$ cat src/rtl/e_stream_pkg.sv
// Shared types, constants and the nibble-to-ASCII helper for e_result_streamer.
// Define E_STREAM_EOL_EN to add the CR/LF terminator state.
package e_stream_pkg;

  typedef enum logic [1:0] {
    ST_IDLE = 2'd0,
    ST_SEND = 2'd1,
`ifdef E_STREAM_EOL_EN
    ST_EOL  = 2'd2,
`endif
    ST_FIN  = 2'd3
  } stream_state_t;

  localparam logic [7:0] ASCII_CR = 8'h0D;
  localparam logic [7:0] ASCII_LF = 8'h0A;

  // Lowercase hex digit: 0-9 -> '0'..'9', a-f -> 'a'..'f'.
  function automatic logic [7:0] hex_ascii(input logic [3:0] nib);
    if (nib < 4'd10) return 8'h30 + {4'h0, nib};
    else             return 8'h57 + {4'h0, nib};
  endfunction

endpackage

$ cat src/rtl/e_result_streamer_nibble_ascii.sv
// Registered character source: loads either a hex digit or a raw byte on demand.
module nibble_ascii
  import e_stream_pkg::*;
(
  input  logic       clk,
  input  logic       rst_n,
  input  logic       load,
  input  logic       raw_sel,
  input  logic [7:0] raw,
  input  logic [3:0] nibble,
  output logic [7:0] ascii
);

  // NOTE: sequential state uses non-blocking assignments so every register
  // samples pre-edge values, independent of process ordering.
  always_ff @(posedge clk or negedge rst_n) begin
    if (!rst_n) begin
      ascii <= 8'h00;
    end else if (load) begin
      ascii <= raw_sel ? raw : hex_ascii(nibble);
    end
  end

endmodule

$ cat src/rtl/e_result_streamer.sv
// Snapshots the e_calc result on a rising done and streams it as lowercase hex,
// MS word first, over valid/ready. Optional E_STREAM_EOL_EN appends CR LF.
module e_result_streamer
  import e_stream_pkg::*;
#(
  parameter int WORDS = 32
)(
  input  logic        clk,
  input  logic        rst_n,
  input  logic        done,
  input  logic [15:0] result [0:WORDS-1],
  output logic        busy,
  output logic        tx_valid,
  output logic [7:0]  tx_data,
  input  logic        tx_ready,
  output logic        stream_done
);

  localparam int WW = (WORDS > 1) ? $clog2(WORDS) : 1;
  localparam logic [WW-1:0] LAST_WORD = WW'(WORDS - 1);

  stream_state_t state, state_d;
  logic          done_q;
  logic [15:0]   snapshot [0:WORDS-1];
  logic [WW-1:0] word_idx, word_d, nxt_word;
  logic [1:0]    nib_idx, nib_d, nxt_nib;
  logic          busy_d, tx_valid_d;
  logic          capture, accept, last_char;
  logic          chr_load, chr_raw_sel;
  logic [7:0]    chr_raw;
  logic [3:0]    chr_nib;
  logic [15:0]   sel_word;
`ifdef E_STREAM_EOL_EN
  logic          eol_lf, eol_lf_d;
`endif

  assign accept      = tx_valid & tx_ready;
  assign last_char   = (word_idx == '0) && (nib_idx == 2'd0);
  assign nxt_nib     = nib_idx - 2'd1;
  assign nxt_word    = (nib_idx == 2'd0) ? word_idx - 1'b1 : word_idx;
  assign sel_word    = snapshot[nxt_word];
  assign stream_done = (state == ST_FIN);

  // The first character comes straight from result, since the snapshot
  // is being written on that same edge; later ones read the snapshot.
  always_comb begin
    // NOTE: every signal gets a default before the case so no path leaves
    // one unassigned, which would otherwise infer a latch.
    state_d     = state;
    busy_d      = busy;
    tx_valid_d  = tx_valid;
    word_d      = word_idx;
    nib_d       = nib_idx;
    capture     = 1'b0;
    chr_load    = 1'b0;
    chr_raw_sel = 1'b0;
    chr_raw     = ASCII_CR;
    chr_nib     = result[WORDS-1][15:12];
`ifdef E_STREAM_EOL_EN
    eol_lf_d    = eol_lf;
`endif
    case (state)
      ST_IDLE: begin
        if (done && !done_q) begin
          capture    = 1'b1;
          chr_load   = 1'b1;
          state_d    = ST_SEND;
          busy_d     = 1'b1;
          tx_valid_d = 1'b1;
          word_d     = LAST_WORD;
          nib_d      = 2'd3;
        end
      end
      ST_SEND: begin
        if (accept) begin
          if (last_char) begin
`ifdef E_STREAM_EOL_EN
            state_d     = ST_EOL;
            chr_load    = 1'b1;
            chr_raw_sel = 1'b1;
            chr_raw     = ASCII_CR;
            eol_lf_d    = 1'b0;
`else
            state_d    = ST_FIN;
            busy_d     = 1'b0;
            tx_valid_d = 1'b0;
`endif
          end else begin
            word_d   = nxt_word;
            nib_d    = nxt_nib;
            chr_load = 1'b1;
            chr_nib  = sel_word[{nxt_nib, 2'b00} +: 4];
          end
        end
      end
`ifdef E_STREAM_EOL_EN
      ST_EOL: begin
        if (accept) begin
          if (!eol_lf) begin
            chr_load    = 1'b1;
            chr_raw_sel = 1'b1;
            chr_raw     = ASCII_LF;
            eol_lf_d    = 1'b1;
          end else begin
            state_d    = ST_FIN;
            busy_d     = 1'b0;
            tx_valid_d = 1'b0;
          end
        end
      end
`endif
      ST_FIN:  state_d = ST_IDLE;
      default: state_d = ST_IDLE;
    endcase
  end

  always_ff @(posedge clk or negedge rst_n) begin
    if (!rst_n) begin
      state    <= ST_IDLE;
      done_q   <= 1'b1;
      busy     <= 1'b0;
      tx_valid <= 1'b0;
      word_idx <= '0;
      nib_idx  <= 2'd0;
`ifdef E_STREAM_EOL_EN
      eol_lf   <= 1'b0;
`endif
    end else begin
      state    <= state_d;
      done_q   <= done;
      busy     <= busy_d;
      tx_valid <= tx_valid_d;
      word_idx <= word_d;
      nib_idx  <= nib_d;
`ifdef E_STREAM_EOL_EN
      eol_lf   <= eol_lf_d;
`endif
    end
  end

  // NOTE: the snapshot is plain storage qualified by capture, so it takes no
  // reset; nothing reads it before the first capture writes it.
  always_ff @(posedge clk) begin
    if (capture) snapshot <= result;
  end

  nibble_ascii u_nibble_ascii (
    .clk     (clk),
    .rst_n   (rst_n),
    .load    (chr_load),
    .raw_sel (chr_raw_sel),
    .raw     (chr_raw),
    .nibble  (chr_nib),
    .ascii   (tx_data)
  );

endmodule

$ cat config.mk
export PLATFORM = sky130hd
export DESIGN_NAME = e_result_streamer
export DESIGN_NICKNAME = d
export VERILOG_FILES = /design/src/rtl/e_stream_pkg.sv /design/src/rtl/e_result_streamer_nibble_ascii.sv /design/src/rtl/e_result_streamer.sv
export SDC_FILE = /design/constraint.sdc
export NUM_CORES = 1
export LEC_CHECK = 0
export CAP_MARGIN = 5
export CORE_AREA = 5 5 231 233
export CTS_BUF_LIST = sky130_fd_sc_hd__clkbuf_8
export CTS_CLUSTER_DIAMETER = 80
export CTS_CLUSTER_SIZE = 24
export DETAILED_ROUTE_END_ITERATION = 16
export DIE_AREA = 0 0 236 238
export PLACE_DENSITY = 0.8
export RECOVER_POWER = 100
export SLEW_MARGIN = 15
export SYNTH_ARGS = -nofsm -noshare
export SYNTH_HDL_FRONTEND = slang
export SYNTH_HIERARCHICAL = 1
export SYNTH_SLANG_ARGS = --single-unit
$ cat constraint.sdc
create_clock -name clk -period 53.4 [get_ports clk]
set_input_delay 5.34 -clock clk [delete_from_list [all_inputs] [get_ports clk]]
set_output_delay 5.34 -clock clk [all_outputs]
set_load 0.01 [all_outputs]
==> results.json <==
{
  "status": "complete, but fails checks",
  "failed_checks": "capacitance limit, slew limit",
  "worst_pin_slew_ns": 9.59,
  "grt_overflow": 0,
  "grt_pass1_vias": 17200,
  "cts-htree-levels": 1,
  "clockBufferDepth": 3,
  "reg2reg_depth": 5,
  "timing.rr.end": "snapshot[401]",
  "fill_cells": 3686,
  "rsz0062_at_grt": "no",
  "cellPowerDensity_nw_per_um2": 40.9,
  "hold_depth": 2,
  "synth_compound_area_share_pct": 5.97,
  "viasPerCell": 6.15,
  "use_met2_pct": 46.1,
  "vdd_drop_max_mv": 0.0290,
  "synth-seq-cells": 531,
  "synth_cell_type_count": 62,
  "postCtsHoldBufs": 0,
  "synthXorXnorAreaFrac_pct": 0.135,
  "critPathMaxFanout": 191,
  "synth_adder_area_share_pct": 0.149,
  "placed_cells": 2554,
  "clk_pin_slew_ns": 0.14,
  "area_growth_pct": 26.1,
  "r2r-start": "done_q",
  "synth_top_family_by_area": "multiplexers",
  "grt_busiest_layer": "met2",
  "ctsResizeCount": 0,
  "grtUsageMet1_pct": 34.2,
  "synth_edf_count": 512,
  "yosysSeqAreaShare_pct": 63.1,
  "grt_pass1_wl_um": 111000,
  "dr.first_iter.drc_count": 1850,
  "hp-class": "reg -> reg",
  "gp_congestion": 0.862,
  "critical_path_class": "in -> reg",
  "crit_family": "buffers and inverters",
  "antenna_found_initial": 34,
  "finalSetupViolCount": 0,
  "max-slew-margin-rel_pct": -539,
  "met3_usage_pct": 5.99,
  "drive_gt1_share_pct": 13.7,
  "setup_tns_ns": 0,
  "max_freq_ghz": 0.0487,
  "die_w_um": 236,
  "antenna_left": 0,
  "crit_buf_inv": 4,
  "grt_max_degree": 192,
  "min_period_ns": 20.55,
  "cts.sinks": 531,
  "io_pins": 527,
  "cts_root_buf": "clkbuf_8",
  "yosys.area_share.simple_pct": 2.63,
  "max_stage_delay_ns": 6.85,
  "crit_path_start_kind": "input port",
  "placed_area_um2": 30900,
  "synthArstFlopShare_pct": 3.58,
  "post_synth_main_area_contributors": "edfxtp_1 (61%), mux4_2 (15%), mux2i_1 (9.8%)",
  "final_max_slew_viol_count": 527,
  "yosys.area.top_type": "edfxtp_1",
  "stdcell_count": 2645,
  "finClkSkew_ns": 0.0251,
  "final-hold-violation-count": 0,
  "synthCells": 1422,
  "dp_hpwl_um": 56600,
  "via_count": 16300,
  "yosys_most_used_dff": "edfxtp_1",
  "totalWireLength_um": 76600,
  "worstSkewPairLatency_ns": 0.70,
  "cp_common_cell": "clkbuf_1",
  "track_usage_pct": 26.5,
  "synth_common_cells": "edfxtp_1 (512), mux2i_1 (247), mux4_2 (172)",
  "rows": 83,
  "cp_cell_sequence": "dlygate4sd3_1, nand2b_1, nor3_1, clkbuf_1, clkbuf_1, clkbuf_1",
  "portBuffers": 526,
  "critPathRequiredTime_ns": 53.40,
  "drc": 0,
  "worstPathArrival_ns": 20.55,
  "crit_cells": 6,
  "start_util_pct": 49.3,
  "hp-start": "u_nibble_ascii/ascii[7]",
  "slowest_stage": "clkbuf_1",
  "cts_tree": "done",
  "rrSetupSlack_ns": 37.62,
  "muxShareOfSynthArea_pct": 25.3,
  "first_pass_iters": 5,
  "synth_top_area_share_pct": 61.2,
  "avgSynthCellArea_um2": 17.7,
  "holdPathEnd": "u_nibble_ascii/ascii[7]",
  "die_h_um": 238,
  "avgRoutedWirePerCell_um": 29.0,
  "maxCapViolCount": 6,
  "cts_buffers": 30,
  "die-area_um2": 56200,
  "fin_crit_sh_pct": 38.5,
  "final_net_count": 2425,
  "core-area_um2": 51000,
  "post-synth-top-count-cell": "edfxtp_1",
  "finalInstanceArea_um2": 31700,
  "leakage_nw": 10.8,
  "synthesis.area_um2": 25100,
  "synth_warnings": 6,
  "endpoint_kind": "flop",
  "postCtsSetupBuffers": 0
}
## tightest hold or removal path: stages (launching register included)
cell and delay [ns]:
dfrtp_1 0.40, inv_1 0.05, o21ai_0 0.06
## placed cells by master (no fill, tap or decap), types with 6 or more instances in the layout
master and count:
dlygate4sd3_1 526, edfxtp_1 512, mux2i_1 247, mux4_2 172, a22oi_1 57, o22ai_1 47, diode_2 41, nand2_1 31
clkbuf_8 31, a21oi_1 26, nor2_1 24, o21ai_0 22, buf_4 22, nand4_1 18, inv_1 16, dfrtp_1 16
nand3_1 14, a2111oi_0 14, a211oi_1 9, conb_1 9, a221oi_1 7, nor2b_1 7, a31oi_1 6, o211ai_1 6
## where the power goes
part | switching, mW | internal, mW
logic | 0.321 | 0.285
registers | 0.0171 | 0.459
clock network | 0.134 | 0.0777
## flip-flops by register name, indices dropped and copies added (netlist names)
| register | flops |
|---|---|
| tx_valid | 1 |
| nib_idx | 2 |
| done_q | 1 |
| word_idx | 5 |
| snapshot | 512 |
| u_nibble_ascii/ascii | 8 |
| state | 2 |
## layer usage
metal  wire length (um)  share of wire, %
met5                130              0.17
met4               2040               2.7
met3               6700               8.7
met2              39500                52
met1              28300                37
## cells by family after synthesis
family,count (synthesis)
other cells,2
compound gates,215
fa+ha+maj,3
flops,531
simple gates,125
buf+inv,123
mux,420
xor+xnor,3
## final cells by class
class	instances	area [um^2]	share of cell area, %
clock inverter	19	255	0.806
multi-input combinational	775	8680	27.4
inverter	15	56.3	0.178
clock buffer	31	427	1.35
sequential	531	15900	50.1
timing repair buffer	553	5450	17.2
antenna	41	103	0.324
tap	680	851	2.69
## worst max-delay path by stage
stage | from | end | slack, ns
2_1_floorplan | done | word_idx[4] | 7.91
3_3_place_gp | done | snapshot[197] | 43.51
3_5_place_dp | done | snapshot[451] | 43.23
4_1_cts | done | snapshot[458] | 44.00
5_1_grt | done | snapshot[401] | 31.70
6_report | done | snapshot[401] | 32.85
## stage by stage
stage	hold slack, ns	util, %	setup WS [ns]	total power [mW]
floorplan	0.450	-	7.91	0.923
global placement	0.516	60.7	43.51	1.09
detailed placement	0.518	60.7	43.23	1.10
CTS	0.538	62.0	44.00	1.31
global route	0.555	62.0	31.70	1.36
finish	0.534	62.1	32.85	1.29
Power figures use the tool's default switching activity.
